### src/rtl/fetch_pkg.sv
// rtl/fetch_pkg.sv - shared types and constants for the instruction fetch stage
// Purpose: run-control state enum, default widths, first fetch address and
//          cycle-counter width used by fetch_unit and its counter.
package fetch_pkg;

   typedef enum logic [1:0] {
      IDLE  = 2'd0,
      ARMED = 2'd1,
      RUN   = 2'd2,
      DONE  = 2'd3
   } fetchState_t;

   localparam int DEF_PW         = 10;
   localparam int DEF_IW         = 9;
   localparam int DEF_START_ADDR = 0;
   localparam int CT_W           = 16;

endpackage

### src/rtl/sat_counter.sv
// rtl/sat_counter.sv - saturating up-counter with synchronous clear and enable
// Purpose: counts enabled cycles, sticks at all-ones, Clr wins over En.
// Ports:
//   Clk   - clock
//   Reset - asynchronous active-low reset, clears Count
//   Clr   - synchronous clear
//   En    - count enable
//   Count - current count
module sat_counter #(
   parameter int W = 16
) (
   input  logic         Clk,
   input  logic         Reset,
   input  logic         Clr,
   input  logic         En,
   output logic [W-1:0] Count
);

   always_ff @(posedge Clk or negedge Reset) begin
      if (!Reset) begin
         Count <= '0;
      end else if (Clr) begin
         Count <= '0;
      end else if (En && (Count != {W{1'b1}})) begin
         Count <= Count + 1'b1;
      end
   end

endmodule

### src/rtl/fetch_unit.sv
// rtl/fetch_unit.sv - instruction fetch stage with run control, branch and halt
// Purpose: owns the PC, the Start/Ack handshake and the registered instruction.
// Ports:
//   Clk, Reset          - clock, asynchronous active-low reset
//   Start               - run request; program begins when it falls
//   Stall               - freezes the stage for one cycle
//   BranchEn, Target    - taken branch for the instruction in Inst
//   Halt                - instruction in Inst ends the program
//   InstData / InstAddr - combinational instruction ROM data / address
//   Inst, InstValid     - registered instruction and its valid bit
//   PgmCtr              - address Inst was fetched from
//   Ack                 - program done
//   CycleCt             - saturating count of cycles spent in RUN
module fetch_unit
   import fetch_pkg::*;
#(
   parameter int PW         = DEF_PW,
   parameter int IW         = DEF_IW,
   parameter int START_ADDR = DEF_START_ADDR
) (
   input  logic            Clk,
   input  logic            Reset,
   input  logic            Start,
   input  logic            Stall,
   input  logic            BranchEn,
   input  logic [PW-1:0]   Target,
   input  logic            Halt,
   input  logic [IW-1:0]   InstData,
   output logic [PW-1:0]   InstAddr,
   output logic [IW-1:0]   Inst,
   output logic            InstValid,
   output logic [PW-1:0]   PgmCtr,
   output logic            Ack,
   output logic [CT_W-1:0] CycleCt
);

   localparam logic [PW-1:0] START_PC = PW'(START_ADDR);

   fetchState_t   state, stateNxt;
   logic [PW-1:0] pc, pcNxt;
   logic [IW-1:0] instNxt;
   logic [PW-1:0] pgmCtrNxt;
   logic          validNxt;
   logic          ackNxt;

   always_ff @(posedge Clk or negedge Reset) begin
      if (!Reset) begin
         state     <= IDLE;
         pc        <= START_PC;
         Inst      <= '0;
         PgmCtr    <= '0;
         InstValid <= 1'b0;
         Ack       <= 1'b0;
      end else begin
         state     <= stateNxt;
         pc        <= pcNxt;
         Inst      <= instNxt;
         PgmCtr    <= pgmCtrNxt;
         InstValid <= validNxt;
         Ack       <= ackNxt;
      end
   end

   always_comb begin
      stateNxt  = state;
      pcNxt     = pc;
      instNxt   = Inst;
      pgmCtrNxt = PgmCtr;
      validNxt  = InstValid;
      ackNxt    = Ack;

      // Start overrides everything, including a program in flight.
      if (Start) begin
         stateNxt = ARMED;
         pcNxt    = START_PC;
         validNxt = 1'b0;
         ackNxt   = 1'b0;
      end else begin
         case (state)
            IDLE: begin
               validNxt = 1'b0;
            end
            ARMED: begin
               stateNxt  = RUN;
               instNxt   = InstData;
               pgmCtrNxt = pc;
               pcNxt     = pc + 1'b1;
               validNxt  = 1'b1;
            end
            RUN: begin
               // Halt/branch only count against a live instruction; a bubble ignores them.
               if (!Stall) begin
                  if (Halt && InstValid) begin
                     stateNxt = DONE;
                     ackNxt   = 1'b1;
                     validNxt = 1'b0;
                  end else if (BranchEn && InstValid) begin
                     pcNxt    = Target;
                     validNxt = 1'b0;
                  end else begin
                     instNxt   = InstData;
                     pgmCtrNxt = pc;
                     pcNxt     = pc + 1'b1;
                     validNxt  = 1'b1;
                  end
               end
            end
            DONE: begin
               stateNxt = DONE;
            end
            default: begin
               stateNxt = IDLE;
            end
         endcase
      end
   end

   assign InstAddr = pc;

   sat_counter #(
      .W(CT_W)
   ) uCycleCt (
      .Clk   (Clk),
      .Reset (Reset),
      .Clr   (Start),
      .En    (state == RUN),
      .Count (CycleCt)
   );

endmodule

### config.mk
export PLATFORM = sky130hd
export DESIGN_NAME = fetch_unit
export DESIGN_NICKNAME = d
export VERILOG_FILES = /design/src/rtl/fetch_pkg.sv /design/src/rtl/sat_counter.sv /design/src/rtl/fetch_unit.sv
export SDC_FILE = /design/constraint.sdc
export NUM_CORES = 1
export LEC_CHECK = 0
export CAP_MARGIN = 20
export CORE_MARGIN = 4
export CORE_UTILIZATION = 44
export CTS_BUF_LIST = sky130_fd_sc_hd__clkbuf_4 sky130_fd_sc_hd__clkbuf_8
export DETAILED_ROUTE_END_ITERATION = 10
export PLACE_DENSITY_LB_ADDON = 0.12
export SETUP_SLACK_MARGIN = 0.1
export SLEW_MARGIN = 20
export SYNTH_ARGS = -nofsm -noshare
export SYNTH_HDL_FRONTEND = slang
export SYNTH_SLANG_ARGS = --single-unit
### constraint.sdc
create_clock -name Clk -period 6 [get_ports Clk]
set_clock_uncertainty 0.2 [all_clocks]
set_input_delay 1.8 -clock Clk [delete_from_list [all_inputs] [get_ports Clk]]
set_output_delay 1.8 -clock Clk [all_outputs]
set_load 0.02 [all_outputs]
# Word-level counts from Yosys, hierarchy flattened
# Cells that the tools add are included.
# word_totals
mem_bits_ro	0
register_bits	49
ramBits	0
n_memories	0
latchBits	0
wordCells	65
# classes
reduce_logical	16
muxes	28
multipliers	0
div_mod_pow	0
shift	0
n_addsub	2
n_lt_le_gt_ge	0
eq_ne	11
bitwise	1
# op_table
op	n
2-to-1 mux 10 bit	7
case mux 10 bit (2 select lines)	2
2-to-1 mux 16 bit	2
2-to-1 mux 9 bit	3
case mux 9 bit (2 select lines)	1
adder 16 x 1 -> 16 bit, second input constant	1
!= test 16 bit, second input constant	1
adder 10 x 1 -> 10 bit, second input constant	1
!= test 3 bit, second input constant	3
AND reduction 3 bit	3
2-to-1 mux 1 bit	8
!= test 2 bit, second input constant	4
nonzero test 2 bit	4
nonzero test 4 bit	2
2-to-1 mux 2 bit	3
case mux 2 bit (3 select lines)	1
AND reduction 5 bit	1
== test 2 bit, second input constant	2
logical AND 1 bit	3
case mux 1 bit (3 select lines)	1
nonzero test 3 bit	1
== test 2 x 1 -> 1 bit, second input constant	1
logical NOT 2 bit	1
AND reduction 2 bit	1
NOT 1 bit	1

# Logic depth before layout (Yosys ltp)
# Gate-level depths: netlist (run 1).
# logic_depth
word_depth	6
mapped_depth	8

# Modules after synthesis
# Synthesis (run 1) repeated with hierarchy kept, for this count alone.
# hier_totals
cells_unflattened	249
hier_area_um2	2635.0
# modules_own_cells
mod	seq_area_each_um2	cells_each	instances	area_each_um2
fetch_unit	825.8	151	1	1692.9
sat_counter	400.4	98	1	942.2

# Least setup slack after synthesis (run 1)
# OpenSTA, ideal clock, no wires.
# synth_path
path_kind	input to register
from	input port Halt
to	register Inst[0]
setup_slack_ps	2659
arrival_ps	3016
setup_time_ps	125
cell_stages	6
cell_sequence	a21oi_2 -> mux2i_2 -> or3_1 -> buf_6 -> buf_6 -> mux2_4
# synth_via
elab_chain_len	3
# synth_lines
item	line	text
from (decl)	fetch_unit.sv:27	input logic Halt,
logical AND 1 bit	fetch_unit.sv:93	if (Halt && InstValid) begin
!= test 2 bit (no source line)	--	
AND reduction 5 bit (no source line)	--	
to (signal assigned)	fetch_unit.sv:57	Inst <= instNxt;
to (decl)	fetch_unit.sv:30	output logic [IW-1:0] Inst,
# Every way passes these cells.
# A chain may end at the register's enable or synchronous reset.

# Worst setup path after layout (run 1)
# layout_path
from	input port Halt
to	register Inst[4]
# Same word-level chain as after synthesis.

==> results of run 1 <==
[worst reg2reg max path: stages, from the launching register on]
cell and delay, ps:
dfrtp_1 410, inv_1 110, ha_1 490, and3_1 590
or3_1 840, mux2_2 420
[final timing paths]
kind	start	endpoint	slack, ps	cells after the start
worst max register to register	state[0]	Inst[4]	2830	5
worst max-delay path	Halt	Inst[4]	1860	5
max in group asynchronous	Reset	uCycleCt.Count[13]	3810	2
min in group asynchronous	Reset	uCycleCt.Count[0]	1390	2
worst min register to register	Inst[5]	Inst[5]	310	1
worst min-delay path	Inst[5]	Inst[5]	310	1
[stage by stage]
step / utilization / setup slack (ps) / hold WS [ps] / power [uW] / instances
after floorplan: - / 2660 / 333 / 704 / 249
after global placement: 0.596 / 1580 / 290 / 861 / 382
after detailed placement: 0.596 / 1550 / 287 / 871 / 382
after CTS: 0.612 / 1880 / 318 / 1070 / 389
after global routing: 0.612 / 1750 / 341 / 1130 / 389
final: 0.612 / 1860 / 311 / 1060 / 389
[placed cells by master (no fill, tap or decap), drive strengths merged, types with 3 or more instances in the layout]
cell and count:
or4 7, nand2b 4, clkdlybuf4s50 70, nand2 15, a31oi 3, buf 3
a21oi 22, nor2 17, a211o 3, or3 4, o21ai 12, nand4 6
inv 9, clkbuf 7, nor4 4, ha 6, mux2 21, nand3 10
o31ai 8, nor3 8, nor2b 3, dfrtp 49
[cell type report]
type	instances	area share
Clock buffer	7	0.0264
Inverter	9	0.00990
Multi-Input combinational cell	179	0.367
Sequential cell	49	0.359
Tap cell	72	0.0264
Timing Repair Buffer	73	0.211
[report_power, final]
part,total [uW],leakage (uW),switching [uW],internal (uW)
Combinational,424,0.000684,211,213
Clock,202,0.0000477,105,96.2
Sequential,439,0.000655,51.7,387
Total,1060,0.00139,368,697
[cell families after synthesis]
group | count (synthesis)
AND/OR/NAND/NOR | 88
AO/OA/AOI/OAI | 62
flip-flops | 49
multiplexers | 23
buffers and inverters | 21
adder cells (fa/ha/maj) | 6
[state kept, by name, summed over array words and instances (netlist names)]
name            flops
state               2
Inst                9
PgmCtr             10
uCycleCt.Count     16
InstAddr           10
InstValid           1
Ack                 1
[metal layers]
layer | part of all wire | track usage | vias up
li1 | - | - | 1061
met3 | 0.055 | 0.0451 | 10
met4 | 0.016 | 0.0504 | 0
met1 | 0.45 | 0.242 | 1020
met2 | 0.48 | 0.294 | 77
met5 | 0 | 0 | -
==> results.sh, run 1 <==
export IMPL_status="finished clean"
export IMPL_maxSlewViolCount=0
export IMPL_slowest_delay_ps=840
export IMPL_wl_per_cell_um=15.6
export IMPL_synth_common_cells="dfrtp_1, a21oi_1, nor2_1"
export IMPL_power_leakage_uw=0.00139
export IMPL_synthCells=249
export IMPL_ant_nets=0
export IMPL_drt_initial_drc_count=84
export IMPL_crit_slowest_cell="or3_1"
export IMPL_synth_area_leaders="dfrtp_1, mux2_4, mux2_2, a21oi_1, ha_1"
export IMPL_syn_avg_cell_area_um2=10.3
export IMPL_synth_mux_area_frac=0.116
export IMPL_dieArea_um2=7130
export IMPL_die_h_um=84.5
export IMPL_wirelength_mm=6.08
export IMPL_synth_compound_area_frac=0.154
export IMPL_yosys_area_top_type="dfrtp_1"
export IMPL_rows=27
export IMPL_worstPathCellList="clkdlybuf4s50_1 > a21oi_2 > mux2i_2 > or3_1 > mux2_2"
export IMPL_grt_max_degree=50
export IMPL_clk_pin_slew_ps=80
export IMPL_p_per_area_nw_per_um2=312
export IMPL_synth_area_um2=2570
export IMPL_syn_num_nets=280
export IMPL_fin_nets=348
export IMPL_fin_crit_ps=4140
export IMPL_worstPathMaxFanout=19
export IMPL_cts_root_buf="clkbuf_8"
export IMPL_synthArstFlopShare=1.00
export IMPL_synth_top_family_by_area="simple AND/OR/NAND/NOR gates"
export IMPL_hold_viol=0
export IMPL_crit_type="in2reg"
export IMPL_hold_buffers=0
export IMPL_antenna_found_initial=0
export IMPL_die_w_um=84.5
export IMPL_synth_warnings=0
export IMPL_hpwl_mm=4.26
export IMPL_grt_pass1_wl_mm=10.6
export IMPL_final_area_um2=3410
export IMPL_overflow=0
export IMPL_io_pins=72
export IMPL_hold_class="reg2reg"
export IMPL_initial_core_util=0.462
export IMPL_ys_flop_type="dfrtp_1"
export IMPL_post_synth_num_cell_types=47
export IMPL_ys_ff_latch=49
export IMPL_layout_drive_gt1_share=0.107
export IMPL_timing_fmax_mhz=242
export IMPL_clockBufferDepth=2
export IMPL_ctsResizeCount=0
export IMPL_tns_ps=0
export IMPL_crit_arrival_ps=4120
export IMPL_diodes=0
export IMPL_drc_errors=0
export IMPL_h_tree_depth=2
export IMPL_clock_sinks=49
export IMPL_crit_required_ps=5990
export IMPL_ys_seq_area_frac=0.477
export IMPL_seqCellArea_um2=1230
export IMPL_tightest_slew_ps=979
export IMPL_synth_most_common_cell="dfrtp_1"
export IMPL_fillers=481
export IMPL_grt_pass1_vias=2158
export IMPL_finalSetupViolations=0
export IMPL_coreArea_um2=5570
export IMPL_grt_util_all_layers=0.181
export IMPL_synth_edff_count=0
export IMPL_slew_headroom=0.347
export IMPL_cts_buffers=5
export IMPL_multi_input_area_um2=1250
export IMPL_synthSimpleGateAreaFrac=0.187
export IMPL_synth_top_area_frac=0.477
export IMPL_end_kind="register"
export IMPL_via_per_inst=5.57
export IMPL_dr_total_vias=2168
export IMPL_cap_violations=0
export IMPL_yosys_area_share_adder=0.0292
export IMPL_critPathTopFamily="multiplexers"
export IMPL_start_kind="input pin"
export IMPL_port_buffers=71
export IMPL_path_buf_inv=1
export IMPL_area_growth_synth_to_final_pct=32.6
export IMPL_synthXorXnorAreaFrac=0
export IMPL_fin_crit_sh=0.689
export IMPL_firstDrtPassIters=5
export IMPL_vdd_drop_max_mv=0.225
export IMPL_place_gp_congestion=0.867
export IMPL_place_area_um2=3320
export IMPL_clock_latency_ps=300
export IMPL_cts_setup_buffers=0
export IMPL_cts_tree="yes"
export IMPL_rsz0062_at_grt="no"
(Power assumes the default switching activity.)
==> run 2, diff against run 1 <==
clock period = 4.16 ns   (was 6 ns; I/O delays follow)
==> run 2 against run 1 <==
Routed wire length increased by 1.8%. Cell count rose by 0.77%. Combinational power up 47%. Clock-buffer cell count unchanged. Global-route usage down 0.25 points. Non-clock buffer count up 2. Design area increased by 0.77%. Critical endpoint is now Inst[6]. Highest routed layer unchanged. Worst hold slack better by 5.6 ps. Die area stayed put.
==> results.sh, run 2 (synthesis results as in run 1) <==
export IMPL_regToRegSetupSlack_ps=1250
export IMPL_largest_reg_flops=16
export IMPL_tns_ps=0
export IMPL_crit_type="in2reg"
export IMPL_clockBufferDepth=2
export IMPL_power_switching_uw=539
export IMPL_r2r_start="state[0]"
export IMPL_crit_arrival_ps=3250
export IMPL_r2r_end="Inst[8]"
export IMPL_p_int_uw=1030
export IMPL_drc_errors=0
export IMPL_maxSlewViolCount=0
export IMPL_firstDrtPassIters=4
export IMPL_vdd_drop_max_mv=0.272
export IMPL_finalSetupViolations=0
export IMPL_hold_class="reg2reg"
export IMPL_final_core_utilization=0.617
export IMPL_dieArea_um2=7130
export IMPL_end_kind="register"
export IMPL_overflow=0
export IMPL_cts_root_buf="clkbuf_8"
export IMPL_fillers=499
export IMPL_ant_nets=0
export IMPL_area_growth_synth_to_final_pct=33.7
export IMPL_place_gp_congestion=0.782
export IMPL_via_per_inst=5.65
export IMPL_slew_headroom=0.408
export IMPL_hpwl_mm=4.42
export IMPL_cts_setup_buffers=0
export IMPL_clock_latency_ps=300
export IMPL_antenna_found_initial=0
export IMPL_final_cell_mix="clkdlybuf4s50_1, dfrtp_1, a21oi_1"
export IMPL_wirelength_mm=6.19
export IMPL_fin_crit_ps=3270
export IMPL_grt_pass1_wl_mm=10.5
export IMPL_ctsResizeCount=0
export IMPL_start_kind="input pin"
export IMPL_power_frac_seq=0.405
export IMPL_hold_path_startpoint="Inst[3]"
export IMPL_power_leakage_uw=0.00140
export IMPL_die_h_um=84.5
export IMPL_io_pins=72
export IMPL_dr_total_vias=2215
export IMPL_timing_fmax_mhz=306
export IMPL_coreArea_um2=5570
export IMPL_holdPathStages=1
export IMPL_critPathTopFamily="buffers and inverters"
export IMPL_wl_per_cell_um=15.8
export IMPL_pwr_share_comb=0.398
export IMPL_tightest_slew_ps=885
export IMPL_critPathMostFrequentCell="buf_4"
export IMPL_port_buffers=71
export IMPL_fin_cells=392
export IMPL_reg2reg_depth=6
export IMPL_hold_viol=0
export IMPL_rsz0062_at_grt="no"
export IMPL_min_to="Inst[3]"
export IMPL_grt_util_all_layers=0.178
export IMPL_h_tree_depth=2
export IMPL_placedCellCount=384
export IMPL_die_w_um=84.5
export IMPL_path_buf_inv=3
export IMPL_cts_buffers=5
export IMPL_fin_nets=350
export IMPL_drt_initial_drc_count=110
export IMPL_layout_commonest_cell="clkdlybuf4s50_1"
export IMPL_hold_buffers=0
export IMPL_crit_slowest_cell="or3_1"
export IMPL_clock_sinks=49
export IMPL_fin_crit_sh=0.787
export IMPL_worstPathMaxFanout=14
export IMPL_p_per_area_nw_per_um2=455
export IMPL_p_sw_frac=0.344
export IMPL_top_register="uCycleCt.Count"
export IMPL_cap_violations=0
export IMPL_clk_pin_slew_ps=80
export IMPL_cts_tree="yes"
export IMPL_layout_drive_gt1_share=0.116
export IMPL_slowest_delay_ps=480
export IMPL_total_power_uw=1560
export IMPL_whs_ps=316
export IMPL_initial_core_util=0.462
export IMPL_clockPowerShare=0.197
export IMPL_status="finished clean"
export IMPL_worstPathCellList="clkdlybuf4s50_1 > a21oi_2 > mux2i_2 > buf_4 > or3_1 > buf_4 > mux2_4"
export IMPL_diodes=0
export IMPL_grt_pass1_vias=2163
export IMPL_rows=27
export IMPL_grt_max_degree=38
export IMPL_crit_required_ps=4140
-- run 2: changes by cell type in the layout (fill, tap and decap cells not counted), sizes merged --
cell	previous run	this run
buf	3	5
clkinv	0	1
-- run 2: per-stage QoR --
step | area, um2 | worst slack, ps
final | 3440 | 887
after global routing | 3440 | 804
after CTS | 3440 | 892
after detailed placement | 3340 | 576
after global placement | 3340 | 643
after floorplan | 2570 | 1370
-- run 2: layer usage --
metal  vias to the layer above  global-route usage  wire length, um
met2                        63               0.287             2970
met4                         0              0.0331               47
li1                       1063                   -                -
met3                         5              0.0412              325
met1                      1084               0.250             2850
met5                         -                   0                0
-- run 2: power by group through the flow --
| stage | clock network (uW) | registers (uW) | logic, uW |
|---|---|---|---|
| after floorplan | 0 | 721 | 294 |
| after global placement | 0 | 641 | 612 |
| after detailed placement | 0 | 642 | 623 |
| after CTS | 314 | 634 | 626 |
| after global routing | 335 | 648 | 667 |
| final | 309 | 633 | 623 |
-- run 2: how the worst max path moves through the flow --
| stage | start | slack (ps) | depth (start not counted) | endpoint |
|---|---|---|---|---|
| after floorplan | Halt | 1370 | 6 | Inst[0] |
| after global placement | Halt | 640 | 7 | Inst[1] |
| after detailed placement | Halt | 580 | 7 | Inst[6] |
| after CTS | Halt | 890 | 7 | Inst[6] |
| after global routing | BranchEn | 800 | 5 | Inst[4] |
| final | Halt | 890 | 7 | Inst[6] |
-- run 2: area by class of cell --
cell class	instances	area, um2	share of cell area
clock buffers	7	96.3	0.0280
clock inverters	1	5.00	0.00146
inverters	9	33.8	0.00983
multi-input cells	179	1250	0.364
flip-flops and latches	49	1230	0.357
well taps	72	90.1	0.0262
repair buffers	75	736	0.214
==> run 3, diff against run 2 <==
clock period = 3.4 ns   (was 4.16 ns; I/O delays follow)
==> run 3 against run 2 <==
Global-route usage is 0.41 points higher. Largest cell class unchanged. Power grew 21%. Worst hold slack about the same. Sequential power grew 22%. Setup slack lost 210 ps. Die area did not move. Clock power increased by 17%. Cell count unchanged. Flip-flop and latch count unchanged. Clock-buffer cell count is the same. First-iteration DRC count up 21%.
==> results.sh, run 3 (synthesis results as in run 1) <==
export IMPL_status="finished clean"
export IMPL_hold_path_startpoint="Inst[4]"
export IMPL_clk_pin_slew_ps=80
export IMPL_dieArea_um2=7130
export IMPL_clockPowerShare=0.190
export IMPL_initial_core_util=0.462
export IMPL_fin_crit_ps=2720
export IMPL_tns_ps=0
export IMPL_r2r_start="state[0]"
export IMPL_fin_nets=351
export IMPL_holdPathStages=1
export IMPL_wl_per_cell_um=15.6
export IMPL_diodes=0
export IMPL_cap_violations=0
export IMPL_rsz0062_at_grt="no"
export IMPL_path_buf_inv=1
export IMPL_firstDrtPassIters=4
export IMPL_hold_buffers=0
export IMPL_layout_drive_gt1_share=0.116
export IMPL_tightest_slew_ps=856
export IMPL_multi_input_area_um2=1250
export IMPL_antenna_found_initial=0
export IMPL_slowest_delay_ps=670
export IMPL_rows=27
export IMPL_hold_class="reg2reg"
export IMPL_die_w_um=84.5
export IMPL_grt_pass1_vias=2183
export IMPL_clock_sinks=49
export IMPL_end_kind="primary output"
export IMPL_hpwl_mm=4.33
export IMPL_drc_errors=0
export IMPL_timing_fmax_mhz=367
export IMPL_worstPathCellList="clkdlybuf4s50_1"
export IMPL_dr_total_vias=2215
export IMPL_maxSlewViolCount=0
export IMPL_cts_buffers=5
export IMPL_slew_headroom=0.427
export IMPL_min_to="Inst[4]"
export IMPL_power_frac_seq=0.408
export IMPL_finalSetupViolations=0
export IMPL_largest_reg_flops=16
export IMPL_drt_initial_drc_count=133
export IMPL_area_growth_synth_to_final_pct=34.0
export IMPL_ant_nets=0
export IMPL_crit_slowest_cell="clkdlybuf4s50_1"
export IMPL_ctsResizeCount=0
export IMPL_grt_pass1_wl_mm=10.5
export IMPL_pwr_share_comb=0.403
export IMPL_crit_type="reg2out"
export IMPL_power_leakage_uw=0.00141
export IMPL_clockBufferDepth=2
export IMPL_power_switching_uw=656
export IMPL_total_power_uw=1900
export IMPL_h_tree_depth=2
export IMPL_grt_max_degree=35
export IMPL_cts_tree="yes"
export IMPL_start_kind="register"
export IMPL_fillers=495
export IMPL_wirelength_mm=6.12
export IMPL_final_cell_mix="clkdlybuf4s50_1, dfrtp_1, a21oi_1"
export IMPL_die_h_um=84.5
export IMPL_fin_crit_sh=0.800
export IMPL_clock_latency_ps=300
export IMPL_layout_commonest_cell="clkdlybuf4s50_1"
export IMPL_p_sw_frac=0.345
export IMPL_crit_arrival_ps=1500
export IMPL_vdd_drop_max_mv=0.366
export IMPL_grt_util_all_layers=0.183
export IMPL_cts_root_buf="clkbuf_8"
export IMPL_io_pins=72
export IMPL_regToRegSetupSlack_ps=860
export IMPL_via_per_inst=5.65
export IMPL_seqCellArea_um2=1230
export IMPL_hold_viol=0
export IMPL_coreArea_um2=5570
export IMPL_worstPathMaxFanout=9
export IMPL_place_gp_congestion=0.813
export IMPL_p_per_area_nw_per_um2=551
export IMPL_reg2reg_depth=6
export IMPL_crit_required_ps=2180
export IMPL_top_register="uCycleCt.Count"
export IMPL_p_int_uw=1240
export IMPL_cts_setup_buffers=0
export IMPL_r2r_end="uCycleCt.Count[15]"
export IMPL_critPathTopFamily="buffers and inverters"
export IMPL_port_buffers=71
export IMPL_overflow=0
run 3: power by group through the flow:
stage / registers (uW) / logic, uW / clock network (uW)
2_1_floorplan: 882 / 360 / 0
5_1_grt: 796 / 831 / 396
3_5_place_dp: 784 / 767 / 0
6_report: 774 / 765 / 360
3_3_place_gp: 783 / 752 / 0
4_1_cts: 775 / 773 / 370
run 3: metal layers:
layer / global-route usage / wire length, um / vias up
li1: - / - / 1065
met5: 0 / 0 / -
met2: 0.288 / 2870 / 58
met3: 0.0422 / 316 / 7
met1: 0.253 / 2860 / 1085
met4: 0.0532 / 80 / 0
run 3: metrics by stage:
stage                     instance area (um2)  worst slack [ps]  utilization  hold WS [ps]  cells
after global routing                     3450               611        0.618           331    392
after floorplan                          2570               839            -           333    249
after CTS                                3450               668        0.618           318    392
after global placement                   3360               402        0.602           289    385
final                                    3450               678        0.618           317    392
after detailed placement                 3360               360        0.602           295    385
run 3: cell type report:
type / count / share of cell area
Clock buffer: 7 / 0.0261
Inverter: 9 / 0.00980
Tap cell: 72 / 0.0261
Sequential cell: 49 / 0.356
Timing Repair Buffer: 76 / 0.219
Multi-Input combinational cell: 179 / 0.363
run 3: how the worst max path moves through the flow:
stage | startpoint | endpoint | slack [ps] | cells after the start
floorplan | Halt | Inst[0] | 840 | 6
global placement | Halt | Inst[0] | 400 | 6
detailed placement | Halt | Inst[6] | 360 | 6
CTS | InstAddr[2] | InstAddr[2] | 670 | 1
global route | Halt | Inst[3] | 610 | 6
finish | InstAddr[2] | InstAddr[2] | 680 | 1
